### src/rtl/pe_bus_pkg.sv
`default_nettype none
// ============================================================================
// pe_bus_pkg : register map, CTRL bit layout and FSM states for pe_bus_sequencer
// Rev 1.0
// ============================================================================
package pe_bus_pkg;

  localparam int unsigned PE_A_ADDR      = 0;
  localparam int unsigned PE_B_ADDR      = 1;
  localparam int unsigned PE_CTRL_ADDR   = 2;
  localparam int unsigned PE_THRESH_ADDR = 3;
  localparam int unsigned PE_DATA_ADDR   = 4;
  localparam int unsigned PE_RECOG_ADDR  = 5;

  localparam int unsigned PE_CTRL_START_BIT  = 0;
  localparam int unsigned PE_CTRL_MODE_BIT   = 1;
  localparam int unsigned PE_CTRL_CLR_BIT    = 2;
  localparam int unsigned PE_CTRL_RELU_BIT   = 3;
  localparam int unsigned PE_CTRL_BITSEL_BIT = 4;
  localparam int unsigned PE_STAT_VLD_BIT    = 8;

  localparam logic [3:0] PE_WEN_BYTE0 = 4'b0001;
  localparam logic [3:0] PE_WEN_LOW24 = 4'b0111;

  typedef enum logic [3:0] {
    ST_IDLE   = 4'd0,
    ST_WR_THR = 4'd1,
    ST_WR_CLR = 4'd2,
    ST_WAIT_OP = 4'd3,
    ST_WR_A   = 4'd4,
    ST_WR_B   = 4'd5,
    ST_WR_GO  = 4'd6,
    ST_GAP    = 4'd7,
    ST_POLL   = 4'd8,
    ST_DRAIN  = 4'd9,
    ST_RD_DAT = 4'd10,
    ST_RD_BIT = 4'd11,
    ST_RESP   = 4'd12
  } pe_seq_state_e;

  function automatic logic [31:0] pe_ctrl_word(input logic start, input logic clr,
                                               input logic mode, input logic relu,
                                               input logic bitsel);
    logic [31:0] w_word;
    w_word                     = '0;
    w_word[PE_CTRL_START_BIT]  = start;
    w_word[PE_CTRL_MODE_BIT]   = mode;
    w_word[PE_CTRL_CLR_BIT]    = clr;
    w_word[PE_CTRL_RELU_BIT]   = relu;
    w_word[PE_CTRL_BITSEL_BIT] = bitsel;
    return w_word;
  endfunction

endpackage
`default_nettype wire

### src/rtl/pe_bus_sequencer.sv
`default_nettype none
// ============================================================================
// pe_bus_sequencer : runs MAC jobs on the PE through its SRAM-style register window
// Rev 1.0
// ============================================================================
module pe_bus_sequencer
  import pe_bus_pkg::*;
#(
  parameter int ADDR_WIDTH = 3,
  parameter int LEN_W      = 8,
  parameter int POLL_MAX   = 64
) (
  input  logic                  clk_i,
  input  logic                  rst_ni,
  input  logic                  cmd_valid_i,
  output logic                  cmd_ready_o,
  input  logic [LEN_W-1:0]      cmd_len_i,
  input  logic                  cmd_mode_i,
  input  logic                  cmd_relu_i,
  input  logic                  cmd_bitsel_i,
  input  logic [23:0]           cmd_thresh_i,
  input  logic                  op_valid_i,
  output logic                  op_ready_o,
  input  logic [7:0]            op_a_i,
  input  logic [7:0]            op_b_i,
  output logic                  res_valid_o,
  input  logic                  res_ready_i,
  output logic [23:0]           res_data_o,
  output logic                  res_bit_o,
  output logic                  res_err_o,
  output logic                  busy_o,
  output logic                  req_o,
  output logic [3:0]            wen_o,
  output logic [ADDR_WIDTH-1:0] addr_o,
  output logic [31:0]           wdata_o,
  input  logic [31:0]           rdata_i
);

  localparam int PW = $clog2(POLL_MAX + 1);

  pe_seq_state_e         r_state, w_state_nxt;
  logic [LEN_W-1:0]      r_cnt;
  logic [PW-1:0]         r_poll;
  logic                  r_mode, r_relu, r_bitsel;
  logic [7:0]            r_b;
  logic [23:0]           r_data;
  logic                  r_bit, r_err, r_rdy;
  logic                  r_req;
  logic [3:0]            r_wen;
  logic [ADDR_WIDTH-1:0] r_addr;
  logic [31:0]           r_wdata;

  logic                  w_req;
  logic [3:0]            w_wen;
  logic [ADDR_WIDTH-1:0] w_addr;
  logic [31:0]           w_wdata;
  logic                  w_cmd_fire, w_op_fire, w_res_fire;
  logic                  w_vld, w_poll_last, w_unused_rdata;

  assign cmd_ready_o = r_rdy && (r_state == ST_IDLE);
  assign op_ready_o  = (r_state == ST_WAIT_OP) || ((r_state == ST_DRAIN) && (r_cnt != '0));
  assign res_valid_o = (r_state == ST_RESP);
  assign busy_o      = (r_state != ST_IDLE);
  assign res_data_o  = r_data;
  assign res_bit_o   = r_bit;
  assign res_err_o   = r_err;
  assign req_o       = r_req;
  assign wen_o       = r_wen;
  assign addr_o      = r_addr;
  assign wdata_o     = r_wdata;

  assign w_cmd_fire     = cmd_valid_i && cmd_ready_o;
  assign w_op_fire      = op_valid_i && op_ready_o;
  assign w_res_fire     = res_valid_o && res_ready_i;
  assign w_vld          = rdata_i[PE_STAT_VLD_BIT];
  assign w_poll_last    = (r_poll == PW'(POLL_MAX - 1));
  assign w_unused_rdata = ^rdata_i[31:24];

  // Bus fields are decoded for the state being entered so they sit in flops.
  always_comb begin
    w_state_nxt = r_state;
    w_req       = 1'b0;
    w_wen       = '0;
    w_addr      = '0;
    w_wdata     = '0;
    unique case (r_state)
      ST_IDLE: if (w_cmd_fire) begin
        w_state_nxt = ST_WR_THR;
        w_req       = 1'b1;
        w_wen       = PE_WEN_LOW24;
        w_addr      = ADDR_WIDTH'(PE_THRESH_ADDR);
        w_wdata     = {8'h00, cmd_thresh_i};
      end
      ST_WR_THR: begin
        w_state_nxt = ST_WR_CLR;
        w_req       = 1'b1;
        w_wen       = PE_WEN_BYTE0;
        w_addr      = ADDR_WIDTH'(PE_CTRL_ADDR);
        w_wdata     = pe_ctrl_word(1'b0, 1'b1, r_mode, r_relu, r_bitsel);
      end
      ST_WR_CLR: begin
        if (r_cnt != '0) begin
          w_state_nxt = ST_WAIT_OP;
        end else begin
          w_state_nxt = ST_RD_DAT;
          w_req       = 1'b1;
          w_addr      = ADDR_WIDTH'(PE_DATA_ADDR);
        end
      end
      ST_WAIT_OP: if (w_op_fire) begin
        w_state_nxt = ST_WR_A;
        w_req       = 1'b1;
        w_wen       = PE_WEN_BYTE0;
        w_addr      = ADDR_WIDTH'(PE_A_ADDR);
        w_wdata     = {24'h0, op_a_i};
      end
      ST_WR_A: begin
        w_state_nxt = ST_WR_B;
        w_req       = 1'b1;
        w_wen       = PE_WEN_BYTE0;
        w_addr      = ADDR_WIDTH'(PE_B_ADDR);
        w_wdata     = {24'h0, r_b};
      end
      ST_WR_B: begin
        w_state_nxt = ST_WR_GO;
        w_req       = 1'b1;
        w_wen       = PE_WEN_BYTE0;
        w_addr      = ADDR_WIDTH'(PE_CTRL_ADDR);
        w_wdata     = pe_ctrl_word(1'b1, 1'b0, r_mode, r_relu, r_bitsel);
      end
      ST_WR_GO: w_state_nxt = ST_GAP;
      ST_GAP: begin
        w_state_nxt = ST_POLL;
        w_req       = 1'b1;
        w_addr      = ADDR_WIDTH'(PE_CTRL_ADDR);
      end
      ST_POLL: begin
        if (w_vld) begin
          if (r_cnt != '0) begin
            w_state_nxt = ST_WAIT_OP;
          end else begin
            w_state_nxt = ST_RD_DAT;
            w_req       = 1'b1;
            w_addr      = ADDR_WIDTH'(PE_DATA_ADDR);
          end
        end else if (w_poll_last) begin
          w_state_nxt = ST_DRAIN;
        end else begin
          w_req  = 1'b1;
          w_addr = ADDR_WIDTH'(PE_CTRL_ADDR);
        end
      end
      ST_DRAIN: if (r_cnt == '0) w_state_nxt = ST_RESP;
      ST_RD_DAT: begin
        w_state_nxt = ST_RD_BIT;
        w_req       = 1'b1;
        w_addr      = ADDR_WIDTH'(PE_RECOG_ADDR);
      end
      ST_RD_BIT: w_state_nxt = ST_RESP;
      ST_RESP: if (w_res_fire) w_state_nxt = ST_IDLE;
      default: w_state_nxt = ST_IDLE;
    endcase
  end

  always_ff @(posedge clk_i or negedge rst_ni) begin
    if (!rst_ni) begin
      r_state <= ST_IDLE;
    end else begin
      r_state <= w_state_nxt;
    end
  end

  always_ff @(posedge clk_i or negedge rst_ni) begin
    if (!rst_ni) begin
      r_rdy    <= 1'b0;
      r_cnt    <= '0;
      r_poll   <= '0;
      r_mode   <= 1'b0;
      r_relu   <= 1'b0;
      r_bitsel <= 1'b0;
      r_b      <= '0;
      r_data   <= '0;
      r_bit    <= 1'b0;
      r_err    <= 1'b0;
      r_req    <= 1'b0;
      r_wen    <= '0;
      r_addr   <= '0;
      r_wdata  <= '0;
    end else begin
      r_rdy   <= 1'b1;
      r_req   <= w_req;
      r_wen   <= w_wen;
      r_addr  <= w_addr;
      r_wdata <= w_wdata;
      if (w_cmd_fire) begin
        r_cnt    <= cmd_len_i;
        r_mode   <= cmd_mode_i;
        r_relu   <= cmd_relu_i;
        r_bitsel <= cmd_bitsel_i;
        r_data   <= '0;
        r_bit    <= 1'b0;
      end
      if (w_op_fire) begin
        r_b <= op_b_i;
      end
      // Count drops on each issued MAC and on each pair discarded after a timeout.
      if (((r_state == ST_WR_GO) || (w_op_fire && (r_state == ST_DRAIN))) && (r_cnt != '0)) begin
        r_cnt <= r_cnt - LEN_W'(1);
      end
      if (r_state == ST_GAP) begin
        r_poll <= '0;
      end else if (r_state == ST_POLL) begin
        r_poll <= r_poll + PW'(1);
      end
      if ((r_state == ST_POLL) && !w_vld && w_poll_last) begin
        r_err <= 1'b1;
      end
      if (r_state == ST_RD_DAT) begin
        r_data <= rdata_i[23:0];
      end
      if (r_state == ST_RD_BIT) begin
        r_bit <= rdata_i[0];
      end
      if (w_res_fire) begin
        r_err <= 1'b0;
      end
    end
  end

endmodule
`default_nettype wire

### config.mk
export PLATFORM = sky130hd
export DESIGN_NAME = pe_bus_sequencer
export DESIGN_NICKNAME = d
export VERILOG_FILES = /design/src/rtl/pe_bus_pkg.sv /design/src/rtl/pe_bus_sequencer.sv
export SDC_FILE = /design/constraint.sdc
export NUM_CORES = 1
export LEC_CHECK = 0
export BUFFER_PORTS_ARGS = -buffer_cell sky130_fd_sc_hd__buf_2
export CAP_MARGIN = 20
export CORE_MARGIN = 1
export CORE_UTILIZATION = 53
export DETAILED_ROUTE_END_ITERATION = 10
export PLACE_DENSITY = 0.86
export SKIP_CTS_REPAIR_TIMING = 1
export SLEW_MARGIN = 20
export SYNTH_ARGS = -nofsm -noshare
export SYNTH_HDL_FRONTEND = slang
export SYNTH_SLANG_ARGS = --single-unit
### constraint.sdc
create_clock -name clk_i -period 3.35 [get_ports clk_i]
set_clock_uncertainty 0.2 [all_clocks]
set_input_delay 0.8375 -clock clk_i [delete_from_list [all_inputs] [get_ports clk_i]]
set_output_delay 0.8375 -clock clk_i [all_outputs]
set_load 0.03 [all_outputs]
==> flow_summary.yaml <==
cells_and_area:
  finalNonFillerCells: 648
  nets: 635
  num_antenna_cells: 0
  proportion_of_layout_cells_with_a_drive_suffix_above_1: 0.350
  area_growth_pct: 24.4
  finalInstanceArea_um2: 5070
sta:
  timing.hold.ws_ns: 0.299
  max_slew.worst_pin.slew_ns: 0.921
  number_of_setup_violations_in_the_final_report: 0
  drv_slew: 0
  clock.fmax_mhz: 336
  relSlewSlack: 0.384
  setup_total_negative_slack_ns: 0
  post-route-period-util: 0.889
  setup_repair_after_global_routing_missed_its_margin: "no"
  timing.final.hold_violations: 0
  finalCriticalPeriod_ns: 2.98
power_and_ir_drop:
  cellPowerDensity_nw_per_um2: 831
  power.total_mw: 4.22
  p_comb_frac: 0.428
  power.sequential.fraction: 0.378
  worst_ir_drop_vdd_mv: 0.482
  switching_share: 0.417
  power_frac_clock: 0.194
  cellInternalPower_mw: 2.46
  static-leakage-power_nw: 2.72
  total_switching_power_mw: 1.76
global_route:
  first_global_vias: 3520
  track_usage: 0.246
  residual_overflow_from_global_routing: 0
  grt_pass1_wl_um: 16000
  initial_antenna_violation_count: 0
  grt_start_max_net_pins: 56
routing:
  drt_first_pass_iters: 5
  drt_initial_violations: 262
  avgViaCountPerCell: 5.37
  drt.antenna.violating_nets: 0
  routed_via_count: 3480
  detail_route.wl_per_cell_um: 14.7
  totalWireLength_um: 9560
  post_detailed_route_drc_marker_count: 0
clock_tree:
  ctsLongestPathBuffers: 2
  cts_root_cell: "clkbuf_8"
  path_clk_slew_ns: 0.09
  clkSinkCount: 87
  clock_tree_from_tritoncts: "built"
  htree_num_levels: 3
  worstSkewPairLatency_ns: 0.34
  tritoncts.num_buffers: 9
worst_hold_path:
  timing.hold.worst.class: "flip-flop to flip-flop"
synthesis:
  syn_inst: 406
  synth-edff-count: 0
  synthesis.area_per_instance_um2: 10.0
  mappedNetlistArea_um2: 4080
  yosys_warnings: 0
  netlist-cell-type-count: 59
  seq_area_frac_synth: 0.534
  async_flop_share: 1.00
  synth-seq-cells: 87
  postSynth.topFlopCell: "dfrtp_1"
die:
  placement_rows: 31
  die_height_um: 89.7
  placeableCoreArea_um2: 7330
  boundaryPins: 158
  design.die.area_um2: 8050
  fp.dieW_um: 89.7
  initial_utilization: 0.556
critical_path:
  timing.critical_path.to: "op_ready_o"
  rr_worst_depth: 6
  cp-start-kind: "flip-flop"
  worstReg2RegEnd: "req_o"
  crit_path_launch: "r_cnt[0]"
  worstSetupEndpointType: "primary output"
  critical_path_arrival_ns: 1.94
  timing.setup.critical_path_class: "flip-flop to primary output"
  timing.rr.start: "r_state[0]"
  worst-r2r-setup-slack_ns: 0.96
  critical_path.max_fanout: 5
  timing.critical_path.required_ns: 2.31
placed_design:
  dp_hpwl_um: 6880
  io_buffer_count: 140
  dp_cells: 632
  routabilityCongestion: 0.837
  placement.cell_area_um2: 4840
flow_run:
  cap_viol_max_count: 0
status:
  outcome: "complete, no violations"
per-layer routing:
| metal | track usage | routed length [um] |
|---|---|---|
| met5 | 0 | 0 |
| met4 | 0.0956 | 144 |
| met3 | 0.0601 | 710 |
| met2 | 0.424 | 4740 |
| met1 | 0.298 | 3960 |
power by group through the flow:
stage	logic [mW]	clock network [mW]	registers, mW
floorplan	0.946	0	1.95
global placement	1.76	0	1.59
detailed placement	1.80	0	1.61
CTS	1.81	0.842	1.59
global route	1.98	0.874	1.64
finish	1.81	0.817	1.59
placed cells by master (no fill, tap or decap), drive strengths merged, types with 2 or more instances in the layout:
cell type,n
nor2,19
or4,2
conb,10
nor2b,5
or2,6
buf,151
a222oi,3
o211ai,4
o21ai,14
dfrtp,87
nor4,3
xor2,6
and3,2
a21oi,10
clkinv,4
and2,20
nand4,4
nand3,32
mux2i,3
nand2,68
a22oi,11
a32oi,2
clkbuf,9
nor3,7
nand3b,3
nand2b,5
nor3b,2
o22ai,4
or3,3
a211oi,4
a221oi,2
inv,14
ha,3
mux2,10
bufinv,2
stage by stage:
step | setup WS [ns] | util
after floorplan | 0.803 | -
after global placement | 0.720 | 0.661
after detailed placement | 0.702 | 0.661
after CTS | 0.351 | 0.692
after global routing | 0.242 | 0.692
final | 0.373 | 0.692
cell type report:
| cell class | count | area [um^2] |
|---|---|---|
| repair buffers | 151 | 798 |
| fillers | 558 | 2260 |
| flip-flops and latches | 87 | 2180 |
| clock inverters | 7 | 106 |
| clock buffers | 9 | 124 |
| inverters | 14 | 65.1 |
| multi-input cells | 281 | 1680 |
| well taps | 99 | 124 |
cells by family after synthesis:
| logic type | share of synthesized area |
|---|---|
| and+or+nand+nor | 0.230 |
| DFF | 0.534 |
| AOI/OAI and AO/OA | 0.114 |
| buffers and inverters | 0.0620 |
| muxes | 0.0350 |
| xor gates and xnor gates | 0.0150 |
| adders and majority gates | 0.00920 |
| other | 0.00184 |
Yosys cell counts, types with 2 or more instances:
master    number  share of area
o22ai_1        3         0.0046
or3_1          3         0.0046
buf_2          5         0.0061
inv_1         13          0.012
xor2_1         6          0.013
nor3b_1        2         0.0037
or2_2          5         0.0077
buf_4         10          0.018
nor2_1        19          0.017
and2_1        20          0.031
a221oi_1       2         0.0043
mux2i_1        3         0.0074
dfrtp_1       87           0.53
nand4_1        4         0.0061
and3_1         2         0.0031
o21ai_0       13          0.016
nor3_1         7         0.0086
nand2_1       68          0.063
a32oi_1        2         0.0043
nor2b_1        5         0.0077
clkbuf_1      12          0.011
a222oi_1       3         0.0074
mux2_2        10          0.028
nor4_1         2         0.0031
nand2b_1       5         0.0077
buf_6          3         0.0083
a21oi_1        9          0.011
nand3b_1       3         0.0055
o211ai_1       4         0.0074
a22oi_1       11          0.020
conb_1         2         0.0018
nand3_1       32          0.039
a211oi_1       3         0.0055
ha_1           3         0.0092
registers in the layout, summed over array words and instances, names as in the netlist, 2 cells and up:
name / flops
addr_o: 3
r_b: 8
r_cnt: 8
r_poll: 7
r_state: 4
res_data_o: 24
wdata_o: 24
wen_o: 2
worst min path at each step:
stage	cells past startpoint	start	slack (ns)	to
after CTS	2	r_mode	0.30	r_mode
after floorplan	2	r_bitsel	0.25	r_bitsel
after global routing	2	r_mode	0.32	r_mode
final	2	r_mode	0.30	r_mode
after detailed placement	2	res_data_o[19]	0.28	res_data_o[19]
after global placement	2	r_mode	0.27	r_mode
worst max-delay path, stage by stage (launching register included):
cell	delay, ns
dfrtp_1	0.43
inv_1	0.10
ha_1	0.14
nor3b_1	0.27
a211oi_1	0.16
or2_2	0.31
buf_2	0.18
No activity file was read; power rests on OpenSTA's default activity.
